**config.mk**
```make
export PLATFORM = sky130hd
export DESIGN_NAME = io_controller_flat
export DESIGN_NICKNAME = d
export VERILOG_FILES = /design/src/rtl/io_pkg.sv /design/src/rtl/io_if.sv /design/src/rtl/io_key_capture.sv /design/src/rtl/io_controller.sv /design/src/flat_wrapper.sv
export SDC_FILE = /design/constraint.sdc
export NUM_CORES = 1
export LEC_CHECK = 0
export ABC_AREA = 1
export CORE_ASPECT_RATIO = 0.5
export CORE_MARGIN = 8
export CORE_UTILIZATION = 50
export DETAILED_ROUTE_END_ITERATION = 12
export HOLD_SLACK_MARGIN = 0.12
export PLACE_DENSITY = 0.74
export SKIP_CTS_REPAIR_TIMING = 1
export SYNTH_ARGS = -nofsm -noshare
export SYNTH_HDL_FRONTEND = slang
export SYNTH_HIERARCHICAL = 1
export SYNTH_SLANG_ARGS = --single-unit
```
**constraint.sdc**
```tcl
create_clock -name clk -period 1.72 [get_ports clk]
set_input_delay 0.344 -clock clk [delete_from_list [all_inputs] [get_ports clk]]
set_output_delay 0.344 -clock clk [all_outputs]
set_load 0.02 [all_outputs]
```
**src/rtl/io_pkg.sv**
```systemverilog
// Shared definitions for the memory-mapped I/O block at 0xFFFF0000-0xFFFF000C:
// register word offsets, LFSR constants and the LFSR step function.
package io_pkg;

    typedef logic [1:0] io_offset_t;

    localparam io_offset_t IO_KEY   = 2'd0;
    localparam io_offset_t IO_MSCNT = 2'd1;
    localparam io_offset_t IO_RAND  = 2'd2;
    localparam io_offset_t IO_LED   = 2'd3;

    localparam logic [31:0] LFSR_TAPS = 32'h80200003;
    localparam logic [31:0] RAND_SEED = 32'hACE1ACE1;

    // Right-shifting Galois LFSR: taps fold in whenever a one falls off the bottom.
    function automatic logic [31:0] lfsr_step(input logic [31:0] s);
        return s[0] ? ((s >> 1) ^ LFSR_TAPS) : (s >> 1);
    endfunction

endpackage

```
**src/rtl/io_if.sv**
```systemverilog
// CPU-side load/store port of the I/O block; the decoder/control unit is master.
interface io_if;
    import io_pkg::*;

    logic        en;
    logic        memRead;
    logic        memWrite;
    logic [3:0]  physicalAddr;
    logic [31:0] writeData;
    logic [31:0] readData;

    modport master (
        output en, memRead, memWrite, physicalAddr, writeData,
        input  readData
    );

    modport slave (
        input  en, memRead, memWrite, physicalAddr, writeData,
        output readData
    );

endinterface

```
**src/rtl/io_key_capture.sv**
```systemverilog
// Synchronises raw buttons, detects a press (nonzero after all-zero) and latches
// the key code with a valid flag that a read can clear.
module io_key_capture
    import io_pkg::*;
#(
    parameter int KEY_W = 8
) (
    input  logic             clk,
    input  logic             rst,
    input  logic [KEY_W-1:0] keyIn,
    input  logic             clear,
    output logic [7:0]       code,
    output logic             valid
);

    logic [KEY_W-1:0] sync1_q, sync1_d;
    logic [KEY_W-1:0] sync2_q, sync2_d;
    logic [KEY_W-1:0] prev_q, prev_d;
    logic [7:0]       code_q, code_d;
    logic             valid_q, valid_d;
    logic             press;

    // A press arriving in the same cycle as a clearing read takes priority.
    always_comb begin
        sync1_d = keyIn;
        sync2_d = sync1_q;
        prev_d  = sync2_q;
        press   = (sync2_q != '0) && (prev_q == '0);
        code_d  = code_q;
        valid_d = valid_q;
        if (press) begin
            code_d  = 8'(sync2_q);
            valid_d = 1'b1;
        end else if (clear) begin
            valid_d = 1'b0;
        end
    end

    always_ff @(posedge clk or negedge rst) begin
        if (!rst) begin
            sync1_q <= '0;
            sync2_q <= '0;
            prev_q  <= '0;
            code_q  <= '0;
            valid_q <= 1'b0;
        end else begin
            sync1_q <= sync1_d;
            sync2_q <= sync2_d;
            prev_q  <= prev_d;
            code_q  <= code_d;
            valid_q <= valid_d;
        end
    end

    assign code  = code_q;
    assign valid = valid_q;

endmodule

```
**src/rtl/io_controller.sv**
```systemverilog
// Memory-mapped I/O peripheral: key capture, millisecond counter, pseudo-random
// generator and LED register behind a zero-latency read mux.
module io_controller
    import io_pkg::*;
#(
    parameter int CLK_FREQ_HZ = 50000000,
    parameter int MS_TICKS    = CLK_FREQ_HZ / 1000,
    parameter int KEY_W       = 8
) (
    input  logic             clk,
    input  logic             rst,
    io_if.slave              bus,
    input  logic [KEY_W-1:0] keyIn,
    output logic [7:0]       leds,
    output logic             keyIrq
);

    localparam int                 PRESC_W   = $clog2(MS_TICKS);
    localparam logic [PRESC_W-1:0] PRESC_MAX = PRESC_W'(MS_TICKS - 1);

    logic [PRESC_W-1:0] presc_q, presc_d;
    logic [31:0]        mscnt_q, mscnt_d;
    logic [31:0]        rand_q, rand_d;
    logic [7:0]         leds_q, leds_d;

    logic       rd, wr, ms_tick, key_clear, key_valid;
    logic [7:0] key_code;
    io_offset_t offset;
    logic [31:0] read_data;
    logic        unused_addr_bits;

    assign rd               = bus.en & bus.memRead;
    assign wr               = bus.en & bus.memWrite;
    assign offset           = bus.physicalAddr[3:2];
    assign unused_addr_bits = ^bus.physicalAddr[1:0];
    assign key_clear        = rd && (offset == IO_KEY);

    io_key_capture #(.KEY_W(KEY_W)) u_key (
        .clk   (clk),
        .rst   (rst),
        .keyIn (keyIn),
        .clear (key_clear),
        .code  (key_code),
        .valid (key_valid)
    );

    // A store to MSCNT restarts the millisecond period and beats a coincident tick.
    always_comb begin
        ms_tick = (presc_q == PRESC_MAX);
        presc_d = ms_tick ? '0 : presc_q + PRESC_W'(1);
        mscnt_d = ms_tick ? mscnt_q + 32'd1 : mscnt_q;
        if (wr && (offset == IO_MSCNT)) begin
            mscnt_d = bus.writeData;
            presc_d = '0;
        end

        rand_d = lfsr_step(rand_q);
        if (wr && (offset == IO_RAND)) begin
            rand_d = (bus.writeData == 32'd0) ? 32'd1 : bus.writeData;
        end

        leds_d = leds_q;
        if (wr && (offset == IO_LED)) begin
            leds_d = bus.writeData[7:0];
        end
    end

    always_ff @(posedge clk or negedge rst) begin
        if (!rst) begin
            presc_q <= '0;
            mscnt_q <= '0;
            rand_q  <= RAND_SEED;
            leds_q  <= '0;
        end else begin
            presc_q <= presc_d;
            mscnt_q <= mscnt_d;
            rand_q  <= rand_d;
            leds_q  <= leds_d;
        end
    end

    always_comb begin
        read_data = '0;
        if (rd) begin
            case (offset)
                IO_KEY:   read_data = {key_valid, 23'b0, key_code};
                IO_MSCNT: read_data = mscnt_q;
                IO_RAND:  read_data = rand_q;
                IO_LED:   read_data = {24'b0, leds_q};
                default:  read_data = '0;
            endcase
        end
    end

    assign bus.readData = read_data;
    assign leds         = leds_q;
    assign keyIrq       = key_valid;

endmodule

```
**src/flat_wrapper.sv**
```systemverilog
// flat-port wrapper written by rule: the top's interface ports become plain ports
module io_controller_flat import io_pkg::*;
#(
    parameter int CLK_FREQ_HZ = 50000000,
    parameter int MS_TICKS    = CLK_FREQ_HZ / 1000,
    parameter int KEY_W       = 8
)
  (clk, rst, keyIn, leds, keyIrq, bus_en, bus_memRead, bus_memWrite, bus_physicalAddr, bus_writeData, bus_readData);
  io_if bus_i ();
  input  logic clk;
  input  logic rst;
  input  logic [KEY_W-1:0] keyIn;
  output logic [7:0] leds;
  output logic keyIrq;
  input wire logic [$bits(bus_i.en)-1:0] bus_en;
  input wire logic [$bits(bus_i.memRead)-1:0] bus_memRead;
  input wire logic [$bits(bus_i.memWrite)-1:0] bus_memWrite;
  input wire logic [$bits(bus_i.physicalAddr)-1:0] bus_physicalAddr;
  input wire logic [$bits(bus_i.writeData)-1:0] bus_writeData;
  output wire logic [$bits(bus_i.readData)-1:0] bus_readData;
  assign bus_i.en = bus_en;
  assign bus_i.memRead = bus_memRead;
  assign bus_i.memWrite = bus_memWrite;
  assign bus_i.physicalAddr = bus_physicalAddr;
  assign bus_i.writeData = bus_writeData;
  assign bus_readData = bus_i.readData;
  io_controller #(.CLK_FREQ_HZ(CLK_FREQ_HZ), .MS_TICKS(MS_TICKS), .KEY_W(KEY_W)) u_core (.clk(clk), .rst(rst), .bus(bus_i), .keyIn(keyIn), .leds(leds), .keyIrq(keyIrq));
endmodule
```
Word level (Yosys, flattened, before mapping):

Cells that the tools add are included.

* bits in registers: 121
* ROM bits: 0
* bits in latches: 0
* RAM bits: 0
* memories kept: 0
* output and inout port bits: 41
* logic and storage cells: 40

* shift-type cells: 0
* divide/modulo/power cells: 0
* multiply operators: 0
* order comparisons: 0
* add/subtract/negate cells: 2
* equal/unequal tests: 4
* reduce and logical (&&, ||, !) cells: 11
* bitwise operators: 3
* mux-type cells: 11

Operator list (number)
* $mux 32: 6
* $pmux 32 s4: 1
* $add 32x1->32 const B: 1
* $logic_not 32->1: 1
* $mux 16: 2
* $add 16x1->16 const B: 1
* $eq 16x16->1 const B: 1
* $logic_not 8->1: 1
* $reduce_bool 8->1: 1
* $logic_and 1x1->1: 5
* $eq 2x2->1 const B: 2
* $not 3->4: 1
* $reduce_bool 2->1: 2
* $and 1x1->1: 2
* $eq 2x1->1 const B: 1
* $logic_not 2->1: 1
* $mux 1: 2

Depth between registers and ports, before layout:

* word-level depth: 4
* gate-level depth with buffers: 10
* gate-level depth less buffers: 10

Cells and area by module:

The synthesis kept the hierarchy.

Modules (own cells, without submodules)
* io_controller: cells each 835, instances 1, area an instance 5496.5 um^2
* io_key_capture: cells each 82, instances 1, area an instance 1071.0 um^2

Least setup slack after synthesis:

OpenSTA, ideal clock, no wires.

* kind: input to output
* start: in bus_physicalAddr[2]
* end: out bus_readData[1]
* setup slack: 0.070 ns
* stages: 5
* buffers on the path: 1
* arrival: 1.306 ns
* cell sequence: inv_2 > nor2_2 > clkbuf_1 > nand2_1 > a41oi_1

* word-level cells in the longest chain between the ends: 3

RTL lines
* start: declaration: line flat_wrapper.sv:18 `input wire logic [$bits(bus_i.physicalAddr)-1:0] bus_physicalAddr;`
* $eq 2x2->1, or another cell as far along: line io_controller.sv:85 `case (offset)`
* $pmux 32 s4 (*): line io_controller.sv:85
* $mux 32 (*): line io_controller.sv:84 `if (rd) begin`
* end: declaration: line flat_wrapper.sv:20 `output wire logic [$bits(bus_i.readData)-1:0] bus_readData;`

Every way passes the cells marked *; elsewhere a longest branch is shown, timed or not.

Worst setup path after layout:

* start: reg u_core.rand_q[31]
* end: out bus_readData[31]

* word-level cells in the longest chain between the ends: 2

RTL lines
* start: declaration: line io_controller.sv:23 `logic [31:0] rand_q, rand_d;`
* start signal: assignment: line io_controller.sv:77 `rand_q <= rand_d;`
* $pmux 32 s4: line io_controller.sv:85
* $mux 32: line io_controller.sv:84

Every way passes these cells.

==> metrics.cfg <==
[detailed_routing]
dr_total_vias = 6657
antenna_left = 0
via_per_inst = 5.25
totalWireLength_um = 18900
routedWlPerCell_um = 15.0
dr.pass1.iters = 7
drc = 0
first_iter_violations = 552

[timing]
setup_violations = 2
holdWs_ns = 0.281
finalHoldViolations = 0
layout_setup_ws_ns = -0.0449
period_share_pct = 103
fin_skew_ns = 0.0114
tightestPinTransition_ns = 0.512
layout_min_cycle_time_ns = 1.76
slew_headroom_pct = 65.9
slew_violations = 0
max_freq_ghz = 0.567
rsz0062_at_grt = yes

[synthesis]
yosysTopAreaCell = dfrtp_1
synthArstFlopShare_pct = 100
synth-seq-area-share_pct = 46.4
yosys_warnings = 6
synth.net_count = 968
yosys.area.top_type_share_pct = 40.0
synth-seq-cells = 121
synth.distinct_cells = 34
synth-edff-count = 0
syn-cell-area_um2 = 6570
synth.area.top_cells = dfrtp_1, nand2_1, dfstp_2, nor2_1, inv_1
yosys_most_used_dff = dfrtp_1
avgSynthCellArea_um2 = 7.16
synthCells = 917

[clocking]
cts_sinks = 121
insertion_delay_ns = 0.41
cts_buffers = 17
clkTransAtPathRegs_ns = 0.06
cts_htree_levels = 4
clockBufferDepth = 2
cts_tree = done
root_buffer = clkbuf_16

[placement]
hpwl_um = 13400
placed_cell_area_um2 = 8200
globalplace.congestion = 0.903
pre_cts_slack_ns = -0.893
io_buffers = 87

[pwr]
ir_worst_vdd_mv = 0.600
swShare_pct = 31.1
power_frac_comb_pct = 23.8
power_density_nw_per_um2 = 1090
p_leak_uw = 0.00435
power.internal_uw = 6720
p_sw_uw = 3040
p_total_uw = 9760
p_seq_share_pct = 40.1
clkPwrFrac_pct = 36.2

[cells_and_area]
layout-drive-gt1-share_pct = 21.7
final_area_um2 = 8980
area_growth_pct = 36.7
final_util_pct = 70.5
fin_nets = 1135
antenna_cells = 0

[grt]
grt.total_usage_pct = 21.4
grt_pass1_wl_um = 30600
grt_max_degree = 80
grt_pass1_vias = 6357
antenna_found_initial = 0
grt_remaining_overflow = 0

[flow_run]
cap_violations = 0

[critical_path]
reg2regPathDepth = 10
critical_path_required_ns = 1.38
path_cells = inv_2 > o22ai_2 > a21oi_2 > nor2_1 > buf_4
cp_slowest_stage_delay_ns = 0.53
crit_path_max_fanout = 2
cp_num_cells = 5
cp-startpoint = u_core/rand_q[31]
crit_family = flip-flops
worstSetupStartpointType = flip-flop
arrival_ns = 1.42
r2r-start = u_core/mscnt_q[0]
crit_path_end_kind = output pin
crit_buf_inv = 2
cp_slowest_cell = dfstp_2
crit_type = flip-flop to output pin

[floorplan]
fp.dieW_um = 178
die_y_um = 97.0
io_pins = 90
dieArea_um2 = 17300
start_util_pct = 51.6
core_um2 = 12700
rows = 29

[hold_path]
hold_start = bus_physicalAddr[2]
hp-class = primary input to flip-flop
hold_path_depth = 3

[outcome]
violations = setup timing
status = complete, but fails checks

## final cells by class
cell class | count | area (µm²)
clock buffers | 20 | 447
clock inverters | 12 | 143
fillers | 1019 | 3760
inverters | 99 | 372
multi-input cells | 668 | 3170
flip-flops and latches | 121 | 3050
well taps | 170 | 213
repair buffers | 177 | 1590
## final timing paths
| path | slack (ns) | endpoint |
|---|---|---|
| hold reg to reg | 0.35 | u_core/u_key/prev_d[4] |
| setup reg to reg | 0.07 | u_core/mscnt_q[24] |
| min in group asynchronous | 0.49 | u_core/leds[3] |
| hold / removal | 0.28 | u_core/u_key/valid |
| setup / recovery | -0.04 | bus_readData[31] |
| max in group asynchronous | 0.80 | u_core/presc_q[14] |
## per-layer routing
| metal | vias to the layer above | track usage, % | wire (µm) |
|---|---|---|---|
| met5 | - | 0 | 0 |
| li1 | 3241 | - | - |
| met4 | 0 | 5.35 | 189 |
| met2 | 227 | 34.2 | 8810 |
| met3 | 20 | 4.11 | 1480 |
| met1 | 3169 | 29.4 | 8460 |
## cell families after synthesis
kind of cell | after synthesis | share of synthesized area (%)
buffers and inverters | 128 | 7.83
adders and majority gates | 2 | 0.381
DFF | 121 | 46.4
and+or+nand+nor | 532 | 33.9
AOI/OAI and AO/OA | 126 | 10.4
xor gates and xnor gates | 8 | 1.07
## synth_stat cells (2+ instances only)
master    instances
ha_1              2
nand3_1          48
a41oi_1           8
o21bai_1          2
nand2_1         327
nor2_2           10
nor2_4            2
xor2_1            5
xnor2_1           3
inv_2             8
nor3_1            5
nand2_4           3
nand3b_1          3
a21oi_1          40
nand2_2           4
dfrtp_1         105
nand4_1          15
o21ai_1          41
inv_1            91
o211ai_1          3
o21ai_0          28
dfstp_2          16
buf_2            12
nor2_8            2
clkbuf_1         13
o22ai_1           2
buf_6             2
nor2_1          111
## power by group through the flow
stage	sequential [µW]	combinational (µW)	clock [µW]
after floorplan	3940	1180	0
after global placement	3920	2120	0
after detailed placement	3930	2190	0
after CTS	3900	2200	3570
after global routing	3980	2590	3710
final	3910	2320	3530
## state kept, by name, indices dropped and copies added, names as in the netlist
| register | cells |
|---|---|
| u_core/leds | 8 |
| u_core/mscnt_q | 32 |
| u_core/presc_q | 16 |
| u_core/rand_q | 32 |
| u_core/u_key/code | 8 |
| u_core/u_key/prev_d | 8 |
| u_core/u_key/prev_q | 8 |
| u_core/u_key/sync1_q | 8 |
| u_core/u_key/valid | 1 |
## worst register-to-register path, stage by stage (launching register included)
cell and delay, ns:
dfrtp_1 0.38, ha_2 0.22, nand2_2 0.08, nor2_4 0.19, nand2_4 0.10, nor2_2 0.26
nand2_1 0.08, nand2_1 0.06, nand3_1 0.06, nand2_1 0.07, nand2_1 0.05
## cells in the final DEF, fill, tap and decap left out, types with 2 or more instances in the layout
cell type,synthesis,final
clkinvlp_4,0,4
o21bai_1,2,2
buf_12,0,7
clkbuf_2,0,15
nor3_1,5,5
clkdlybuf4s50_1,0,41
clkbuf_16,0,19
nand2_4,3,6
nand4_1,15,15
buf_4,1,81
nor2_2,10,17
o211ai_1,3,3
clkinv_4,0,4
a41oi_2,0,6
o21ai_2,1,6
nand3b_1,3,3
inv_6,0,2
nor2_4,2,6
nor2_8,2,2
dfstp_2,16,16
a41oi_1,8,2
nor2_1,111,100
buf_6,2,8
xnor2_1,3,3
o21ai_1,41,38
buf_2,12,10
nand2_2,4,7
dlymetal6s2s_1,0,11
nand3_1,48,47
inv_1,91,88
bufinv_16,0,2
dfrtp_1,105,105
nand2_1,327,321
o21ai_0,28,26
a21oi_1,40,38
xor2_1,5,5
inv_2,8,11
ha_2,0,2
a21oi_2,0,2
clkbuf_1,13,2
## metrics by stage
stage | std cells | setup TNS [ns]
after global routing | 1267 | -0.397
final | 1267 | -0.0799
after CTS | 1258 | -29.98
after global placement | 1226 | -49.47
after floorplan | 917 | 0
after detailed placement | 1226 | -51.39
No activity file was read; power rests on OpenSTA's default activity.
==> edit: new RTL, config.mk and constraints unchanged <==
`KEY_W` is set to 8 in 3 places; all go to 9.
--- a/src/rtl/io_key_capture.sv
+++ b/src/rtl/io_key_capture.sv
@@ -3,7 +3,7 @@
 module io_key_capture
     import io_pkg::*;
 #(
-    parameter int KEY_W = 8
+    parameter int KEY_W = 9
 ) (
     input  logic             clk,
     input  logic             rst,
--- a/src/rtl/io_controller.sv
+++ b/src/rtl/io_controller.sv
@@ -5,7 +5,7 @@
 #(
     parameter int CLK_FREQ_HZ = 50000000,
     parameter int MS_TICKS    = CLK_FREQ_HZ / 1000,
-    parameter int KEY_W       = 8
+    parameter int KEY_W       = 9
 ) (
     input  logic             clk,
     input  logic             rst,
--- a/src/flat_wrapper.sv
+++ b/src/flat_wrapper.sv
@@ -3,7 +3,7 @@
 #(
     parameter int CLK_FREQ_HZ = 50000000,
     parameter int MS_TICKS    = CLK_FREQ_HZ / 1000,
-    parameter int KEY_W       = 8
+    parameter int KEY_W       = 9
 )
   (clk, rst, keyIn, leds, keyIrq, bus_en, bus_memRead, bus_memWrite, bus_physicalAddr, bus_writeData, bus_readData);
   io_if bus_i ();
Interface: changed (resized keyIn); port bits go from 90 to 91. The function was not compared with the original's and may differ.
==> edit against the original RTL <==
  * Sequential cell count increased by 3
  * The run still ends with negative setup slack left
  * Worst hold slack improved by 0.055 ns
  * Largest cell class unchanged
  * Critical path type unchanged
  * Sequential share of layout area decreased by 0.14 points
  * Largest power group unchanged
  * First-iteration DRC count increased by 0.72%
  * Cell area increased by 2.9%
  * Total power increased by 1.4%
  * Wire length increased by 3.8%
  * Critical endpoint is now bus_readData[6]
  * Area after synthesis increased by 1.0%
  * Worst setup slack got worse by 0.11 ns
  * Critical path depth decreased by 1
==> edit: results (changes against the original RTL) <==
* Outcome: finished with violations
* Violated checks: negative setup slack
* CP Launch Point: u_core/rand_q[6]$_DFF_PN1_
* Vias in the first global route at 6263 (-1.5%)
* Asr flop ratio synth at 1.00 (unchanged)
* Unique masters post-synth at 37 (+8.8%)
* Synth Warn # at 6 (unchanged)
* Hold WC Path Type: input port to flip-flop
* Share of cells above drive strength 1 at 0.231 (+0.0140)
* Final setup vio count at 3 (+1)
* Initial antenna violation count at 0 (unchanged)
* WL/cell at 15.6 um (+4.3%)
* CP endpoint: bus_readData[6]
* R2r worst-path depth at 12 (+2)
* DP HPWL at 13800 um (+2.6%)
* Longest Clk Path Bufs at 2 (unchanged)
* Final Wtd Congestion at 0.913 (+1.1%)
* Htree depth at 4 (unchanged)
* Root buffer cell: clkbuf_16
* CP top delay family: flip-flops
* CP arrival at 1.53 ns (+0.11 ns)
* Skew final at 0.00909 ns (-0.00232 ns)
* Sequential area share after synthesis at 0.471 (+0.00650)
* Global-route wire length before repair at 30900 um (+1.1%)
* Total CTS buffers at 17 (unchanged)
* Total track usage at 0.219 (+0.00451)
* Top cells by count, synth: nand2_1, nor2_1, dfrtp_1, inv_1, nand3_1
* P_leak at 4.38 nW (+0.57%)
* IO buf count at 88 (+1.1%)
* CTS clk-pin slew, worst paths at 0.06 ns (about the same)
* Critical R2R Capture: u_core/mscnt_q[31]$_DFFE_PN0P_
* Syn_nets at 965 (-0.31%)
* Slew @ Worst Pin at 0.375 ns (-0.138 ns)
* Pre-CTS WS at -0.963 ns (-0.0697 ns)
* DRC Markers at 0 (unchanged)
* Largest net degree at the start of global routing at 42 (-48%)
* Synth area leaders: dfrtp_1, nand2_1, nor2_1
* Maximum vdd drop at 0.717 mV (+19%)
* Nets@finish at 1131 (-0.35%)
* DR pass1 iterations at 5 (-2)
* Worst r2r src: u_core/presc_q[4]$_DFF_PN0_
* Placed Area at 0.00825 sq mm (+0.59%)
* Vias per std cell at 5.27 (+0.34%)
* Worst setup margin at -0.150 ns (-0.106 ns)
* Internal reg-to-reg setup slack at 0.03 ns (-0.04 ns)
* Insertion delay to the later sink of the worst-skew pair at 0.41 ns (about the same)
* DR iter-0 viols at 556 (+0.72%)
==> edit: cell types whose count changed after synthesis, moves of 2 or more <==
cell | unedited run | this run
dfrtp_1 | 105 | 108
inv_1 | 91 | 84
nand2_2 | 4 | 2
nor2_1 | 111 | 115
nor2_2 | 10 | 6
==> edit: metrics by stage <==
| step | setup TNS [ns] | cells |
|---|---|---|
| floorplan | 0 | 913 |
| global placement | -39.42 | 1214 |
| detailed placement | -42.12 | 1214 |
| CTS | -27.77 | 1245 |
| global route | -0.977 | 1261 |
| finish | -0.227 | 1261 |
==> edit: worst min path at each step <==
stage | startpoint | to | slack [ns] | depth (start not counted)
final | bus_physicalAddr[2] | u_core/u_key/valid$_DFFE_PN0P_ | 0.34 | 3
after detailed placement | rst | u_core/u_key/prev_d[2]$_DFF_PN0_ | 0.26 | 1
after floorplan | rst | u_core/leds[0]$_DFFE_PN0P_ | 0.05 | 0
after CTS | rst | u_core/u_key/prev_d[0]$_DFF_PN0_ | -0.18 | 1
after global routing | bus_physicalAddr[2] | u_core/u_key/valid$_DFFE_PN0P_ | 0.33 | 3
after global placement | rst | u_core/u_key/prev_d[2]$_DFF_PN0_ | 0.26 | 1
==> edit: worst min-delay path: cells and delay by family <==
kind	cells	cell delay [ns]
compound gates	1	0.16
buf+inv	1	0.13
simple gates	1	0.06
==> edit: final cells by class <==
class / count / area (sq um)
fillers: 996 / 3570
multi-input cells: 668 / 3310
inverters: 92 / 348
repair buffers: 176 / 1660
clock inverters: 14 / 160
well taps: 170 / 213
clock buffers: 17 / 425
flip-flops and latches: 124 / 3120
==> edit: cells by family (layout without fill, tap and decap cells) <==
logic type | Yosys count | in the layout | share of synthesized area
fa+ha+maj | 2 | 2 | 0.00377
compound gates | 126 | 126 | 0.103
simple gates | 532 | 532 | 0.339
xor+xnor | 8 | 8 | 0.0106
buf+inv | 121 | 299 | 0.0735
flops | 124 | 124 | 0.471
==> edit: layer usage <==
layer	global-route usage	share of wire
met5	0	0
met4	0.0512	0.0097
met3	0.0423	0.063
met2	0.358	0.48
met1	0.293	0.45
==> edit: report_power, final <==
group / switching (mW) / internal [mW] / leakage [nW]
combinational: 1.33 / 1.02 / 2.62
clock: 1.41 / 2.15 / 0.279
sequential: 0.394 / 3.59 / 1.48
total: 3.13 / 6.76 / 4.38
